[config.mk]
export PLATFORM = sky130hd
export DESIGN_NAME = action_sender
export DESIGN_NICKNAME = d
export VERILOG_FILES = /design/src/rtl/action_sender.sv
export SDC_FILE = /design/constraint.sdc
export NUM_CORES = 1
export LEC_CHECK = 0
export BUFFER_PORTS_ARGS = -buffer_cell sky130_fd_sc_hd__buf_4
export CAP_MARGIN = 30
export CORE_ASPECT_RATIO = 1.75
export CORE_MARGIN = 2
export CORE_UTILIZATION = 53
export CTS_CLUSTER_DIAMETER = 150
export CTS_CLUSTER_SIZE = 10
export DETAILED_ROUTE_END_ITERATION = 16
export HOLD_SLACK_MARGIN = 0.12
export PLACE_DENSITY = 0.92
export SYNTH_ARGS = -nofsm -noshare
export SYNTH_HDL_FRONTEND = slang
export SYNTH_SLANG_ARGS = --single-unit
export TNS_END_PERCENT = 20
[constraint.sdc]
create_clock -name clk -period 4.1 [get_ports clk]
set_clock_uncertainty 0.15 [all_clocks]
set_input_delay 0.41 -clock clk [delete_from_list [all_inputs] [get_ports clk]]
set_output_delay 0.41 -clock clk [all_outputs]
set_load 0.01 [all_outputs]
[src/rtl/action_sender.sv]
`timescale 1ns/1ps
`default_nettype none
//============================================================================
// Module   : action_sender
// Purpose  : Turns flow-table lookup results into a stream of action words.
//            A hit fetches up to four words from the action RAM at
//            {index, word}. The stream stops after the word whose ctrl
//            bit 7 (last flag) is set, or after the fourth word. A miss
//            emits a single MISS_ACTION word with the last flag set.
//            Hit and miss statistics saturate at all-ones.
// Revision : 1.0 - initial release
//----------------------------------------------------------------------------
// Ports
//   clk                in   sole clock, rising edge
//   reset_n            in   synchronous active-low reset
//   match_valid        in   lookup result valid
//   match_hit          in   lookup hit (1) / miss (0)
//   match_index        in   flow-entry index of the hit
//   match_rdy          out  result accepted when match_valid && match_rdy
//   act_ram_rd_en      out  action RAM read strobe
//   act_ram_addr       out  action RAM address {index, word}
//   act_ram_data       in   action RAM data, valid 1 cycle after the read
//   act_ram_ctrl       in   action RAM ctrl, valid 1 cycle after the read
//   action_data_bus    out  action word data
//   action_ctrl_bus    out  action word ctrl (bit 7 = last word)
//   action_valid       out  one-cycle strobe per action word
//   action_nearly_full in   consumer can absorb at most one more word
//   hit_count          out  saturating hit counter
//   miss_count         out  saturating miss counter
//============================================================================
module action_sender #(
    parameter int                           ACTION_DATA_WIDTH = 64,
    parameter int                           ACTION_CTRL_WIDTH = 8,
    parameter int                           INDEX_WIDTH       = 8,
    parameter logic [ACTION_DATA_WIDTH-1:0] MISS_ACTION       = 64'h0
) (
    input  logic                         clk,
    input  logic                         reset_n,
    input  logic                         match_valid,
    input  logic                         match_hit,
    input  logic [INDEX_WIDTH-1:0]       match_index,
    output logic                         match_rdy,
    output logic                         act_ram_rd_en,
    output logic [INDEX_WIDTH+1:0]       act_ram_addr,
    input  logic [ACTION_DATA_WIDTH-1:0] act_ram_data,
    input  logic [ACTION_CTRL_WIDTH-1:0] act_ram_ctrl,
    output logic [ACTION_DATA_WIDTH-1:0] action_data_bus,
    output logic [ACTION_CTRL_WIDTH-1:0] action_ctrl_bus,
    output logic                         action_valid,
    input  logic                         action_nearly_full,
    output logic [31:0]                  hit_count,
    output logic [31:0]                  miss_count
);

    // Bit position of the last-word flag inside the ctrl field.
    localparam int C_LAST_BIT = 7;

    localparam logic [ACTION_CTRL_WIDTH-1:0] C_LAST_FLAG =
        ACTION_CTRL_WIDTH'(1) << C_LAST_BIT;

    localparam logic [31:0] C_CNT_MAX = 32'hFFFF_FFFF;

    // An entry holds at most four words; the word counter tops out here.
    localparam logic [1:0] C_WORD_MAX = 2'd3;

    typedef enum logic [1:0] {
        IDLE  = 2'd0,
        FETCH = 2'd1,
        LATCH = 2'd2,
        MISS  = 2'd3
    } state_t;

    state_t                         state_q, state_d;
    logic [INDEX_WIDTH-1:0]         index_q, index_d;
    logic [1:0]                     word_q,  word_d;
    logic [ACTION_DATA_WIDTH-1:0]   data_q,  data_d;
    logic [ACTION_CTRL_WIDTH-1:0]   ctrl_q,  ctrl_d;
    logic                           valid_q, valid_d;
    logic [31:0]                    hit_q,   hit_d;
    logic [31:0]                    miss_q,  miss_d;

    logic                           accept;
    logic                           last_word;

    // The address is always {entry, word}; it only matters while the read
    // strobe is high, so it is left free-running from the registers.
    assign act_ram_addr = {index_q, word_q};

    assign accept    = match_valid && match_rdy;

    // Entry ends on the RAM's own last flag or when the fourth word is read.
    assign last_word = act_ram_ctrl[C_LAST_BIT] || (word_q == C_WORD_MAX);

    //------------------------------------------------------------------------
    // Next-state and output decode
    //------------------------------------------------------------------------
    always_comb begin
        state_d       = state_q;
        index_d       = index_q;
        word_d        = word_q;
        data_d        = data_q;
        ctrl_d        = ctrl_q;
        valid_d       = 1'b0;
        hit_d         = hit_q;
        miss_d        = miss_q;
        match_rdy     = 1'b0;
        act_ram_rd_en = 1'b0;

        case (state_q)
            IDLE: begin
                // Held low while reset is asserted so nothing is accepted
                // in the cycle the state is being cleared.
                match_rdy = reset_n;
                if (accept) begin
                    if (match_hit) begin
                        index_d = match_index;
                        word_d  = 2'd0;
                        state_d = FETCH;
                        hit_d   = (hit_q == C_CNT_MAX) ? hit_q : hit_q + 32'd1;
                    end else begin
                        state_d = MISS;
                        miss_d  = (miss_q == C_CNT_MAX) ? miss_q : miss_q + 32'd1;
                    end
                end
            end

            FETCH: begin
                // Only read when the consumer has room, so that the word
                // in flight can always be delivered.
                if (!action_nearly_full) begin
                    act_ram_rd_en = 1'b1;
                    state_d       = LATCH;
                end
            end

            LATCH: begin
                data_d  = act_ram_data;
                ctrl_d  = (word_q == C_WORD_MAX) ? (act_ram_ctrl | C_LAST_FLAG)
                                                 : act_ram_ctrl;
                valid_d = 1'b1;
                if (last_word) begin
                    state_d = IDLE;
                end else begin
                    word_d  = word_q + 2'd1;
                    state_d = FETCH;
                end
            end

            MISS: begin
                if (!action_nearly_full) begin
                    data_d  = MISS_ACTION;
                    ctrl_d  = C_LAST_FLAG;
                    valid_d = 1'b1;
                    state_d = IDLE;
                end
            end

            default: begin
                state_d = IDLE;
            end
        endcase
    end

    //------------------------------------------------------------------------
    // State registers. Reset discards any entry in progress; a RAM word
    // requested in the reset cycle is never latched because LATCH is not
    // reached.
    //------------------------------------------------------------------------
    always_ff @(posedge clk) begin
        if (!reset_n) begin
            state_q <= IDLE;
            index_q <= '0;
            word_q  <= 2'd0;
            data_q  <= '0;
            ctrl_q  <= '0;
            valid_q <= 1'b0;
            hit_q   <= 32'd0;
            miss_q  <= 32'd0;
        end else begin
            state_q <= state_d;
            index_q <= index_d;
            word_q  <= word_d;
            data_q  <= data_d;
            ctrl_q  <= ctrl_d;
            valid_q <= valid_d;
            hit_q   <= hit_d;
            miss_q  <= miss_d;
        end
    end

    assign action_data_bus = data_q;
    assign action_ctrl_bus = ctrl_q;
    assign action_valid    = valid_q;
    assign hit_count       = hit_q;
    assign miss_count      = miss_q;

endmodule
`default_nettype wire

After elaboration in Yosys (flattened, before gate mapping):

Cells that the tools add are included.

* output and inout port bits: 149
* bits of input ports: 85
* word-level logic and storage cells: 55
* register bits: 149

* bitwise gates (word level): 3
* equality and inequality tests: 11
* reduce and logical (&&, ||, !) cells: 11
* muxes and demuxes: 19
* add/sub/neg operators: 3

Operators with widths (number)
* $pmux 64 s2: 1
* $add 32x1->32 const B: 2
* $eq 32x32->1 const B: 2
* $mux 64: 1
* $mux 8: 2
* $pmux 8 s2: 1
* $mux 2: 7
* $reduce_and 4->1: 3
* $ne 2x2->1 const B: 5
* $pmux 2 s4: 1
* $eq 2x2->1 const B: 3
* $reduce_and 3->1: 2
* $mux 1: 4
* $pmux 2 s2: 1
* $reduce_bool 2->1: 2
* $not 1->1: 3
* $add 2x1->2 const B: 1
* $eq 2x1->1 const B: 1
* $logic_not 2->1: 1
* $pmux 1 s2: 1
* $reduce_and 2->1: 1
* $logic_and 1x1->1: 1
* $logic_or 1x1->1: 1

Logic depth before layout (Yosys ltp):

Gate-level depths: netlist of run 1.

* depth after elaboration: 5
* depth in mapped cells: 8
* mapped depth without buffers: 6

Worst setup path before layout of run 1:

Ideal clock, no wire load.

* path kind: reg2reg
* from: register hit_q[0], in the netlist hit_count[0]
* to: register hit_q[16], in the netlist hit_count[16]
* path buffers: 1
* clock period less this slack: 2.096 ns
* cell stages (with the launch flop): 8
* data required time: 3.880 ns
* setup slack: 2.004 ns
* setup time: 0.070 ns
* data arrival time: 1.876 ns
* path through: dfxtp_1 > ha_1 > and2_1 > nand4_4 > a211o_1 > buf_2 > or3_1 > a21oi_1

* longest elaborated chain between the ends: 3
* elaborated cells between the ends (all ways): 4
* classes of those cells: 1 x add/sub; 1 x eq/ne; 1 x bitwise; 1 x reduce/logical

RTL lines
* start: declaration: RTL line 79 `logic [31:0] hit_q, hit_d;`
* start signal: assignment: RTL line 186 `hit_q <= hit_d;`
* parallel branches: the longest is 3 deep, another holds $add 32x1->32

Parallel ways; which one is timed is not known.
A chain may end at the register's enable or synchronous reset.

Final worst setup path of run 1:

* from: register state_q[0]
* to: register hit_q[31], in the netlist hit_count[31]

* longest elaborated chain between the ends: 4

RTL lines
* start: declaration: RTL line 73 `state_t state_q, state_d;`
* start signal: assignment: RTL line 180 `state_q <= state_d;`
* $logic_not 2->1 (*): RTL line 109 `case (state_q)`
* $mux 1: RTL line 109
* $logic_and 1x1->1: RTL line 89 `assign accept = match_valid && match_rdy;`
* $reduce_and 4->1 (no source line) (*)

Mark *: on every way between the ends. The rest lies on a longest branch, timed or not.

==> results_tabular.tex, run 1 <==
\begin{tabular}{lr}
\hline
Metric & Value \\
\hline
\multicolumn{2}{l}{\textbf{Worst setup path}} \\
Critical path required time & 4.28 ns \\
Path type of the worst setup path & reg2reg \\
Worst path max stage delay & 0.55 ns \\
Reg-to-Reg End & hit\_count[31]\$\_SDFFE\_PN0P\_ \\
Launching element type of the critical path & flip-flop \\
Arrival time worst endpoint & 2.93 ns \\
Family with the most delay on the worst path & simple AND/OR/NAND/NOR gates \\
Worst path slowest cell & sky130\_fd\_sc\_hd\_\_and2\_1 \\
Capturing element type of the critical path & flip-flop \\
Crit. path cell count & 5 \\
CP startpoint & state\_q[0]\$\_SDFFE\_PN0P\_ \\
Worst r2r src & state\_q[0]\$\_SDFFE\_PN0P\_ \\
Highest net fanout along the worst path & 15 \\
Ordered cell list for the critical path & and4bb\_1 > and2\_1 > o2111ai\_1 > or4\_1 > a21oi\_1 \\
R2r worst-path depth & 5 \\
Flop-to-flop setup slack & 1.35 ns \\
Worst setup endpoint & hit\_count[31]\$\_SDFFE\_PN0P\_ \\
WP buf/inv & 0 \\
\multicolumn{2}{l}{\textbf{Floorplanning}} \\
Vert. Die Dim & 146 um \\
Core area & 11200 um2 \\
Num rows & slightly above 50 \\
Number of top-level pins & 234 \\
Chip width & 85.1 um \\
Die footprint & approximately 12000 um2 \\
Initial cell density of the core & between 50\% and 60\% \\
\multicolumn{2}{l}{\textbf{STA}} \\
Achievable clock frequency & 0.364 GHz \\
Worst Max-Slew Pin Slew & 0.988 ns \\
Final critical-path required period & 2.75 ns \\
TNS Setup & 0 ns \\
Final critical-path setup slack & roughly 1.3 ns \\
Max transition margin & 34.1\% \\
Final worst-path cycle share & 67.1\% \\
Setup violation total in the final timing report & 0 \\
Hold violation count in the final report & 0 \\
Fin. max-slew vios & 0 \\
Setup repair after global routing missed its margin & false \\
\multicolumn{2}{l}{\textbf{Placed design}} \\
Total half-perimeter wirelength after legalization and detailed placement & 11600 um \\
Final RePlAce weighted congestion & $\sim$0.82 \\
Cell count after placement & 1009 \\
Port bufs & 233 \\
Placed instance area & 7880 um2 \\
Worst slack at placement & 1.17 ns \\
\multicolumn{2}{l}{\textbf{Global route}} \\
Initial antenna violation count & 0 \\
Largest net degree at the start of global routing & 101 \\
Aggregate global routing overflow & 0 \\
Combined global-route utilization of all metal layers & 32.4\% \\
Vias in the first global route & 6383 \\
Wire length of the first global-routing pass & between 30000 and 40000 um \\
\multicolumn{2}{l}{\textbf{Synthesis}} \\
Mapped Cells & 684 \\
Most used standard cell by instance count after synthesis & sky130\_fd\_sc\_hd\_\_dfxtp\_1 \\
Fraction of registers with async set or reset after synthesis & 0\% \\
Number of distinct library cells after synthesis & 50 \\
Most used standard cells in the synthesized netlist & 149 x sky130\_fd\_sc\_hd\_\_dfxtp\_1, 95 x sky130\_fd\_sc\_hd\_\_nor2\_1, 71 x sky130\_fd\_sc\_hd\_\_a22oi\_1 \\
\#FFs+latches synth & 149 \\
Net count of the mapped netlist & $\sim$770 \\
Post-synthesis cell type with the largest combined area & sky130\_fd\_sc\_hd\_\_dfxtp\_1 \\
Top flip-flop cell by instance count after synthesis & sky130\_fd\_sc\_hd\_\_dfxtp\_1 \\
EDFF count, synth & 0 \\
Total of warnings raised by yosys & 0 \\
Sequential area share after synthesis & 48.9\% \\
Post-synthesis instance area & 6100 um2 \\
Avg Synthesized Cell Area & 8.92 um2 \\
Synth top area share & 48.9\% \\
Dominant cells by area after synthesis & sky130\_fd\_sc\_hd\_\_dfxtp\_1 49\%, sky130\_fd\_sc\_hd\_\_a22oi\_1 8.7\%, sky130\_fd\_sc\_hd\_\_nor2\_1 5.8\% \\
\multicolumn{2}{l}{\textbf{Finish}} \\
Ratio of cells with drive above 1 in the final layout & 28.9\% \\
Final antenna diode count & 0 \\
Area added between synthesis and finish & 52.0\% \\
Non-filler instance count after layout & 1119 \\
Fin area & about 9300 um2 \\
NumNets Final & 1062 \\
\multicolumn{2}{l}{\textbf{Min path}} \\
Min-Delay Path Class & in2reg \\
\multicolumn{2}{l}{\textbf{Clocking}} \\
Number of cells upsized or downsized after cts & 0 \\
CTS clk-pin slew, worst paths & 0.06 ns \\
Clock sink count & 149 \\
Number of buffers added by the clock tree synthesis step & 17 \\
Root buf cell & sky130\_fd\_sc\_hd\_\_clkbuf\_16 \\
Maximum number of buffers from clock root to sink & 2 \\
TritonCTS clock tree & yes \\
H-tree levels & 4 \\
Worst skew pair latency & 0.42 ns \\
\multicolumn{2}{l}{\textbf{Run status}} \\
Result of the run & finished, final reports clean \\
\multicolumn{2}{l}{\textbf{Power and ir drop}} \\
Static leakage & slightly below 4 nW \\
VDD IR-drop max & 0.346 mV \\
Power Density & 391 nW/um2 \\
\multicolumn{2}{l}{\textbf{Routing}} \\
Number of vias per cell after detailed routing & 5.94 \\
WL/cell & 18.4 um \\
Antenna viol nets, final & 0 \\
Drc violations & 0 \\
Number of iterations in the first detailed-routing pass & 5 \\
Wirelength, routed & 20600 um \\
Detailed router's first-iteration violation count & 416 \\
Routed vias & around 6700 \\
\multicolumn{2}{l}{\textbf{Job}} \\
Max-capacitance violation count & 0 \\
\hline
\end{tabular}
metal layers:
metal	track usage, %	up-vias	wire [um]	part of all wire (%)
met3	7.26	80	1200	5.8
li1	-	3067	-	-
met2	57.0	329	11000	53
met4	17.7	0	1020	4.9
met5	0	-	0	0
met1	35.3	3174	7450	36
metrics by stage:
stage | hold slack, ns | utilization [%] | total power, mW
after global placement | 0.293 | 70.5 | 1.92
after floorplan | 0.328 | - | 1.74
after CTS | 0.133 | 83.1 | 3.60
final | 0.143 | 83.1 | 3.63
after detailed placement | 0.297 | 70.5 | 1.92
after global routing | 0.174 | 83.1 | 3.72
worst min-delay path: cells and delay by family:
family	cells	cell delay (ns)
simple gates	1	0.10
compound gates	1	0.07
buf+inv	1	0.08
sequential cells by signal, indices dropped and copies added (netlist names):
name / count
state_q: 2
action_ctrl_bus: 8
index_q: 8
word_q: 2
hit_count: 32
miss_count: 32
action_valid: 1
action_data_bus: 64
timing repair:
| action | CTS | global route |
|---|---|---|
| hold endpoints to repair | 78 | 0 |
| buffers inserted | 0 | 0 |
| setup endpoints to repair | 0 | 0 |
| hold buffers | 78 | 0 |
cell usage in the layout (no fill, tap or decap), types with 9 or more instances in the layout:
cell type and instances:
sky130_fd_sc_hd__nand2_1 68, sky130_fd_sc_hd__and4_1 10, sky130_fd_sc_hd__nor2_1 95, sky130_fd_sc_hd__dfxtp_1 149
sky130_fd_sc_hd__mux2i_1 13, sky130_fd_sc_hd__nand3_1 15, sky130_fd_sc_hd__o21ai_0 22, sky130_fd_sc_hd__dlygate4sd3_1 78
sky130_fd_sc_hd__or3_1 23, sky130_fd_sc_hd__a21oi_1 42, sky130_fd_sc_hd__and3_1 11, sky130_fd_sc_hd__clkbuf_16 17
sky130_fd_sc_hd__o31ai_1 9, sky130_fd_sc_hd__a22oi_1 71, sky130_fd_sc_hd__xor2_1 11, sky130_fd_sc_hd__buf_4 236
sky130_fd_sc_hd__nand4_1 18
worst min-delay path by stage:
| stage | start | endpoint | slack (ns) | cells after the start |
|---|---|---|---|---|
| 5_1_grt | action_nearly_full | state_q[0]$_SDFFE_PN0P_ | 0.17 | 3 |
| 2_1_floorplan | action_ctrl_bus[7]$_SDFFE_PN0P_ | action_ctrl_bus[7]$_SDFFE_PN0P_ | 0.33 | 2 |
| 6_report | act_ram_data[55] | action_data_bus[55]$_SDFFE_PN0P_ | 0.14 | 3 |
| 4_1_cts | act_ram_data[55] | action_data_bus[55]$_SDFFE_PN0P_ | 0.13 | 3 |
| 3_3_place_gp | index_q[5]$_SDFFE_PN0P_ | index_q[5]$_SDFFE_PN0P_ | 0.29 | 2 |
| 3_5_place_dp | index_q[6]$_SDFFE_PN0P_ | index_q[6]$_SDFFE_PN0P_ | 0.30 | 2 |
cells by family after synthesis:
kind of cell / Yosys count / share of synthesized area (%)
mux: 13 / 2.13
simple gates: 289 / 25.1
buf+inv: 50 / 3.32
flops: 149 / 48.9
fa+ha+maj: 3 / 0.615
xor+xnor: 17 / 2.44
compound gates: 163 / 17.5
final cells by class:
class | count | area, um2
Multi-Input combinational cell | 485 | 2930
Fill cell | 608 | 1890
Clock buffer | 17 | 425
Inverter | 7 | 28.8
Timing Repair Buffer | 314 | 2550
Tap cell | 132 | 165
Clock inverter | 15 | 196
Sequential cell | 149 | 2980
report_power, final:
part,switching [mW],total [mW],internal [mW]
sequential,0.0411,1.54,1.50
clock,0.667,1.64,0.976
combinational,0.215,0.441,0.226
(Power assumes the default switching activity.)
==> inputs of run 2 (changes only) <==
--- a/config.mk
+++ b/config.mk
@@ -5,16 +5,17 @@
 export SDC_FILE = /design/constraint.sdc
 export NUM_CORES = 1
 export LEC_CHECK = 0
+export ABC_AREA = 1
 export BUFFER_PORTS_ARGS = -buffer_cell sky130_fd_sc_hd__buf_4
 export CAP_MARGIN = 30
 export CORE_ASPECT_RATIO = 1.75
 export CORE_MARGIN = 2
-export CORE_UTILIZATION = 53
+export CORE_UTILIZATION = 46
 export CTS_CLUSTER_DIAMETER = 150
 export CTS_CLUSTER_SIZE = 10
 export DETAILED_ROUTE_END_ITERATION = 16
 export HOLD_SLACK_MARGIN = 0.12
-export PLACE_DENSITY = 0.92
+export PLACE_DENSITY = 0.83
 export SYNTH_ARGS = -nofsm -noshare
 export SYNTH_HDL_FRONTEND = slang
 export SYNTH_SLANG_ARGS = --single-unit
==> constraint.sdc (replaced) <==
create_clock -name clk -period 2.5 [get_ports clk]
set_clock_uncertainty 0.15 [all_clocks]
set_input_delay 0.25 -clock clk [delete_from_list [all_inputs] [get_ports clk]]
set_output_delay 0.25 -clock clk [all_outputs]
set_load 0.01 [all_outputs]
==> run 2 against run 1 <==
Compared with the run above: fmax increased by 23%; clock power increased by 54%; sequential share of layout area down 3.1 points; core utilization shrank 14 points; synthesized area rose by 13%; combinational power grew 66%; final cell count up 39%; largest cell class is now multi-input combinational cells.
==> results_tabular.tex, run 2 <==
\begin{tabular}{lr}
\hline
Metric & Value \\
\hline
\multicolumn{2}{l}{\textbf{Synthesis}} \\
Mapped Cells & 1048 (+53\%) \\
Net count of the mapped netlist & 1136 (+47\%) \\
EDFF count, synth & 0 (unchanged) \\
Fraction of registers with async set or reset after synthesis & 0\% (unchanged) \\
\#FFs+latches synth & 149 (unchanged) \\
Synth top area share & 43.2\% (-5.7 points) \\
Sequential area share after synthesis & 43.2\% (-5.7 points) \\
Dominant cells by area after synthesis & sky130\_fd\_sc\_hd\_\_dfxtp\_1 43\%, sky130\_fd\_sc\_hd\_\_nand2\_1 20\%, sky130\_fd\_sc\_hd\_\_nor2\_1 9.0\% \\
Post-synthesis cell type with the largest combined area & sky130\_fd\_sc\_hd\_\_dfxtp\_1 \\
Top flip-flop cell by instance count after synthesis & sky130\_fd\_sc\_hd\_\_dfxtp\_1 \\
Number of distinct library cells after synthesis & 31 (-38\%) \\
Post-synthesis instance area & 6910 um2 (+13\%) \\
Avg Synthesized Cell Area & 6.59 um2 (-26\%) \\
Total of warnings raised by yosys & 0 (unchanged) \\
Most used standard cell by instance count after synthesis & sky130\_fd\_sc\_hd\_\_nand2\_1 \\
Most used standard cells in the synthesized netlist & 375 x sky130\_fd\_sc\_hd\_\_nand2\_1, 165 x sky130\_fd\_sc\_hd\_\_nor2\_1, 149 x sky130\_fd\_sc\_hd\_\_dfxtp\_1 \\
\multicolumn{2}{l}{\textbf{Clocking}} \\
Maximum number of buffers from clock root to sink & 2 (unchanged) \\
Worst skew pair latency & 0.42 ns (about the same) \\
Number of cells upsized or downsized after cts & 0 (unchanged) \\
Number of buffers added by the clock tree synthesis step & 17 (unchanged) \\
Clock sink count & 149 (unchanged) \\
CTS clk-pin slew, worst paths & 0.07 ns (about the same) \\
Root buf cell & sky130\_fd\_sc\_hd\_\_clkbuf\_16 \\
Post-CTS setup buffers & 0 (unchanged) \\
TritonCTS clock tree & yes \\
H-tree levels & 4 (unchanged) \\
\multicolumn{2}{l}{\textbf{Global route}} \\
Wire length of the first global-routing pass & 40400 um (+25\%) \\
Initial antenna violation count & 0 (unchanged) \\
Vias in the first global route & 8202 (+28\%) \\
Largest net degree at the start of global routing & 74 (-27\%) \\
Combined global-route utilization of all metal layers & 30.6\% (-1.8 points) \\
Aggregate global routing overflow & 0 (unchanged) \\
\multicolumn{2}{l}{\textbf{Routing}} \\
Detailed router's first-iteration violation count & 403 (-3.1\%) \\
Met3 wire length & 1660 um (+39\%) \\
Highest metal layer used by the detailed router & met4 \\
WL/cell & 16.0 um (-13\%) \\
Number of vias per cell after detailed routing & 5.26 (-11\%) \\
Routed length on met2 & 12800 um (+16\%) \\
Number of iterations in the first detailed-routing pass & 5 (unchanged) \\
Wirelength, routed & 24900 um (+20\%) \\
Antenna viol nets, final & 0 (unchanged) \\
Met1 routed wirelength after detailed routing & 8830 um (+18\%) \\
Routed vias & 8166 (+23\%) \\
Drc violations & 0 (unchanged) \\
\multicolumn{2}{l}{\textbf{Finish}} \\
Number of fillers in the final layout & 1126 (+85\%) \\
Flip-flop count of the largest register after layout & 64 (unchanged) \\
Leading cell type in the layout, fill and taps excluded & sky130\_fd\_sc\_hd\_\_nand2\_1 \\
Final antenna diode count & 0 (unchanged) \\
NumNets Final & 1443 (+36\%) \\
Most used cells in the layout excluding fill and tap cells & 374 x sky130\_fd\_sc\_hd\_\_nand2\_1, 244 x sky130\_fd\_sc\_hd\_\_buf\_4, 165 x sky130\_fd\_sc\_hd\_\_nor2\_1, 149 x sky130\_fd\_sc\_hd\_\_dfxtp\_1, 113 x sky130\_fd\_sc\_hd\_\_a21oi\_1 \\
Register area & 2980 um2 (unchanged) \\
Ratio of cells with drive above 1 in the final layout & 21.5\% (-7.4 points) \\
Multi-input gate area & 3480 um2 (+19\%) \\
Area added between synthesis and finish & 48.5\% \\
Non-filler instance count after layout & 1551 (+39\%) \\
\multicolumn{2}{l}{\textbf{STA}} \\
Setup repair after global routing missed its margin & false \\
Worst Max-Slew Pin Slew & 0.629 ns (-0.359 ns) \\
Max transition margin & 58.1\% (+24 points) \\
TNS Setup & 0 ns (unchanged) \\
Setup violation total in the final timing report & 0 (unchanged) \\
Achievable clock frequency & 0.449 GHz (+23\%) \\
Fin. max-slew vios & 0 (unchanged) \\
Final critical-path required period & 2.23 ns (-0.523 ns) \\
Final worst-path cycle share & 89.1\% (+22 points) \\
Hold violation count in the final report & 0 (unchanged) \\
\multicolumn{2}{l}{\textbf{Floorplanning}} \\
Chip width & 96.6 um (+14\%) \\
Core area & 14800 um2 (+32\%) \\
Num rows & 59 (+16\%) \\
Number of top-level pins & 234 (unchanged) \\
Vert. Die Dim & 166 um (+14\%) \\
Die footprint & 16100 um2 (+29\%) \\
Initial cell density of the core & 46.8\% (-7.8 points) \\
\multicolumn{2}{l}{\textbf{Worst setup path}} \\
Critical path required time & 2.66 ns (-1.62 ns) \\
Worst path max stage delay & 0.38 ns (-0.17 ns) \\
Launching element type of the critical path & flip-flop \\
Critical Path Most Common Cell & sky130\_fd\_sc\_hd\_\_nor2\_1 \\
Family with the most delay on the worst path & simple AND/OR/NAND/NOR gates \\
Arrival time worst endpoint & 2.39 ns (-0.54 ns) \\
Path type of the worst setup path & reg2reg \\
Ordered cell list for the critical path & nor2\_4 > nand3\_4 > buf\_4 > nor2\_1 > nand2\_1 > nor2\_1 > nand3\_1 > nand2\_1 > nor2\_1 \\
Worst path slowest cell & sky130\_fd\_sc\_hd\_\_dfxtp\_1 \\
Highest net fanout along the worst path & 7 (-8) \\
WP buf/inv & 1 (+1) \\
Capturing element type of the critical path & flip-flop \\
\multicolumn{2}{l}{\textbf{Power and ir drop}} \\
VDD IR-drop max & 0.407 mV (+17\%) \\
Static leakage & 4.31 nW (+12\%) \\
Power Density & 563 nW/um2 (+44\%) \\
\multicolumn{2}{l}{\textbf{Placed design}} \\
Cell count after placement & 1436 (+42\%) \\
Port bufs & 233 (unchanged) \\
Total half-perimeter wirelength after legalization and detailed placement & 15700 um (+35\%) \\
Final RePlAce weighted congestion & 0.929 (+13\%) \\
\multicolumn{2}{l}{\textbf{Job}} \\
Max-capacitance violation count & 0 (unchanged) \\
\multicolumn{2}{l}{\textbf{Run status}} \\
Result of the run & finished, final reports clean \\
\multicolumn{2}{l}{\textbf{Min path}} \\
Min-Delay Path Class & in2reg \\
\hline
\end{tabular}
==> run 2: changes by cell type after synthesis, moves of 9 or more <==
cell                       before  now
sky130_fd_sc_hd__and3_1        11    0
sky130_fd_sc_hd__o31ai_1        9    0
sky130_fd_sc_hd__nor2_1        95  165
sky130_fd_sc_hd__and4_1        10    0
sky130_fd_sc_hd__mux2i_1       13    0
sky130_fd_sc_hd__inv_1          6   63
sky130_fd_sc_hd__nand2_1       69  375
sky130_fd_sc_hd__a22oi_1       71    0
sky130_fd_sc_hd__a21oi_1       42  114
sky130_fd_sc_hd__or3_1         23    0
sky130_fd_sc_hd__o21bai_1       0   10
sky130_fd_sc_hd__nand3_1       15   55
==> run 2: final cells by class <==
cell class | count | area share, %
Timing Repair Buffer | 331 | 26.7
Inverter | 66 | 2.41
Tap cell | 183 | 2.23
Sequential cell | 149 | 29.1
Clock inverter | 15 | 1.51
Multi-Input combinational cell | 790 | 33.9
Clock buffer | 17 | 4.15
==> run 2: path summary, 6_finish.rpt <==
path,slack [ns],end,from,cells past startpoint
hold / removal,0.15,state_q[0]$_SDFFE_PN0P_,match_valid,4
setup reg to reg,0.27,miss_count[25]$_SDFFE_PN0P_,state_q[1]$_SDFFE_PN0P_,9
setup / recovery,0.27,miss_count[25]$_SDFFE_PN0P_,state_q[1]$_SDFFE_PN0P_,9
hold reg to reg,0.31,action_ctrl_bus[7]$_SDFFE_PN0P_,action_ctrl_bus[7]$_SDFFE_PN0P_,2
==> run 2: logic make-up (layout without fill, tap and decap cells) <==
logic type | Yosys count | after routing | synth area share, %
buf+inv | 109 | 429 | 6.52
simple gates | 626 | 626 | 36.8
compound gates | 146 | 146 | 11.1
flops | 149 | 149 | 43.2
xor+xnor | 15 | 15 | 1.90
fa+ha+maj | 3 | 3 | 0.543
==> run 2: repair_timing <==
action                                  in CTS  in global routing
hold endpoints to repair                    84                  0
hold buffers                                83                  0
endpoints found under the setup margin       0                  0
==> run 2: stage by stage <==
stage | setup slack [ns] | util [%] | power [mW] | cell area [um2] | hold slack (ns)
after floorplan | 0.578 | - | 2.84 | 6910 | 0.235
after global placement | 0.0496 | 59.8 | 3.14 | 8830 | 0.293
after detailed placement | 0.327 | 59.9 | 3.15 | 8850 | 0.303
after CTS | 0.306 | 69.5 | 5.77 | 10300 | 0.139
after global routing | 0.0259 | 69.5 | 5.98 | 10300 | 0.179
final | 0.272 | 69.5 | 5.77 | 10300 | 0.155
==> run 2: metal layers <==
metal	global-route usage [%]	up-vias
met2	54.3	376
met4	20.5	0
li1	-	3940
met1	31.7	3735
met3	7.03	115
met5	0	-
==> run 2: power breakdown <==
part           internal [mW]  switching, mW  total [mW]
sequential              2.45         0.0601        2.51
combinational          0.357          0.374       0.732
clock                   1.34           1.19        2.53
total                   4.15           1.63        5.77
==> run 2: worst register-to-register path: stages, from the launching register on <==
cell and delay (ns):
sky130_fd_sc_hd__dfxtp_1 0.38, sky130_fd_sc_hd__nor2_4 0.18, sky130_fd_sc_hd__nand3_4 0.11, sky130_fd_sc_hd__buf_4 0.18
sky130_fd_sc_hd__nor2_1 0.38, sky130_fd_sc_hd__nand2_1 0.26, sky130_fd_sc_hd__nor2_1 0.27, sky130_fd_sc_hd__nand3_1 0.11
sky130_fd_sc_hd__nand2_1 0.08, sky130_fd_sc_hd__nor2_1 0.05
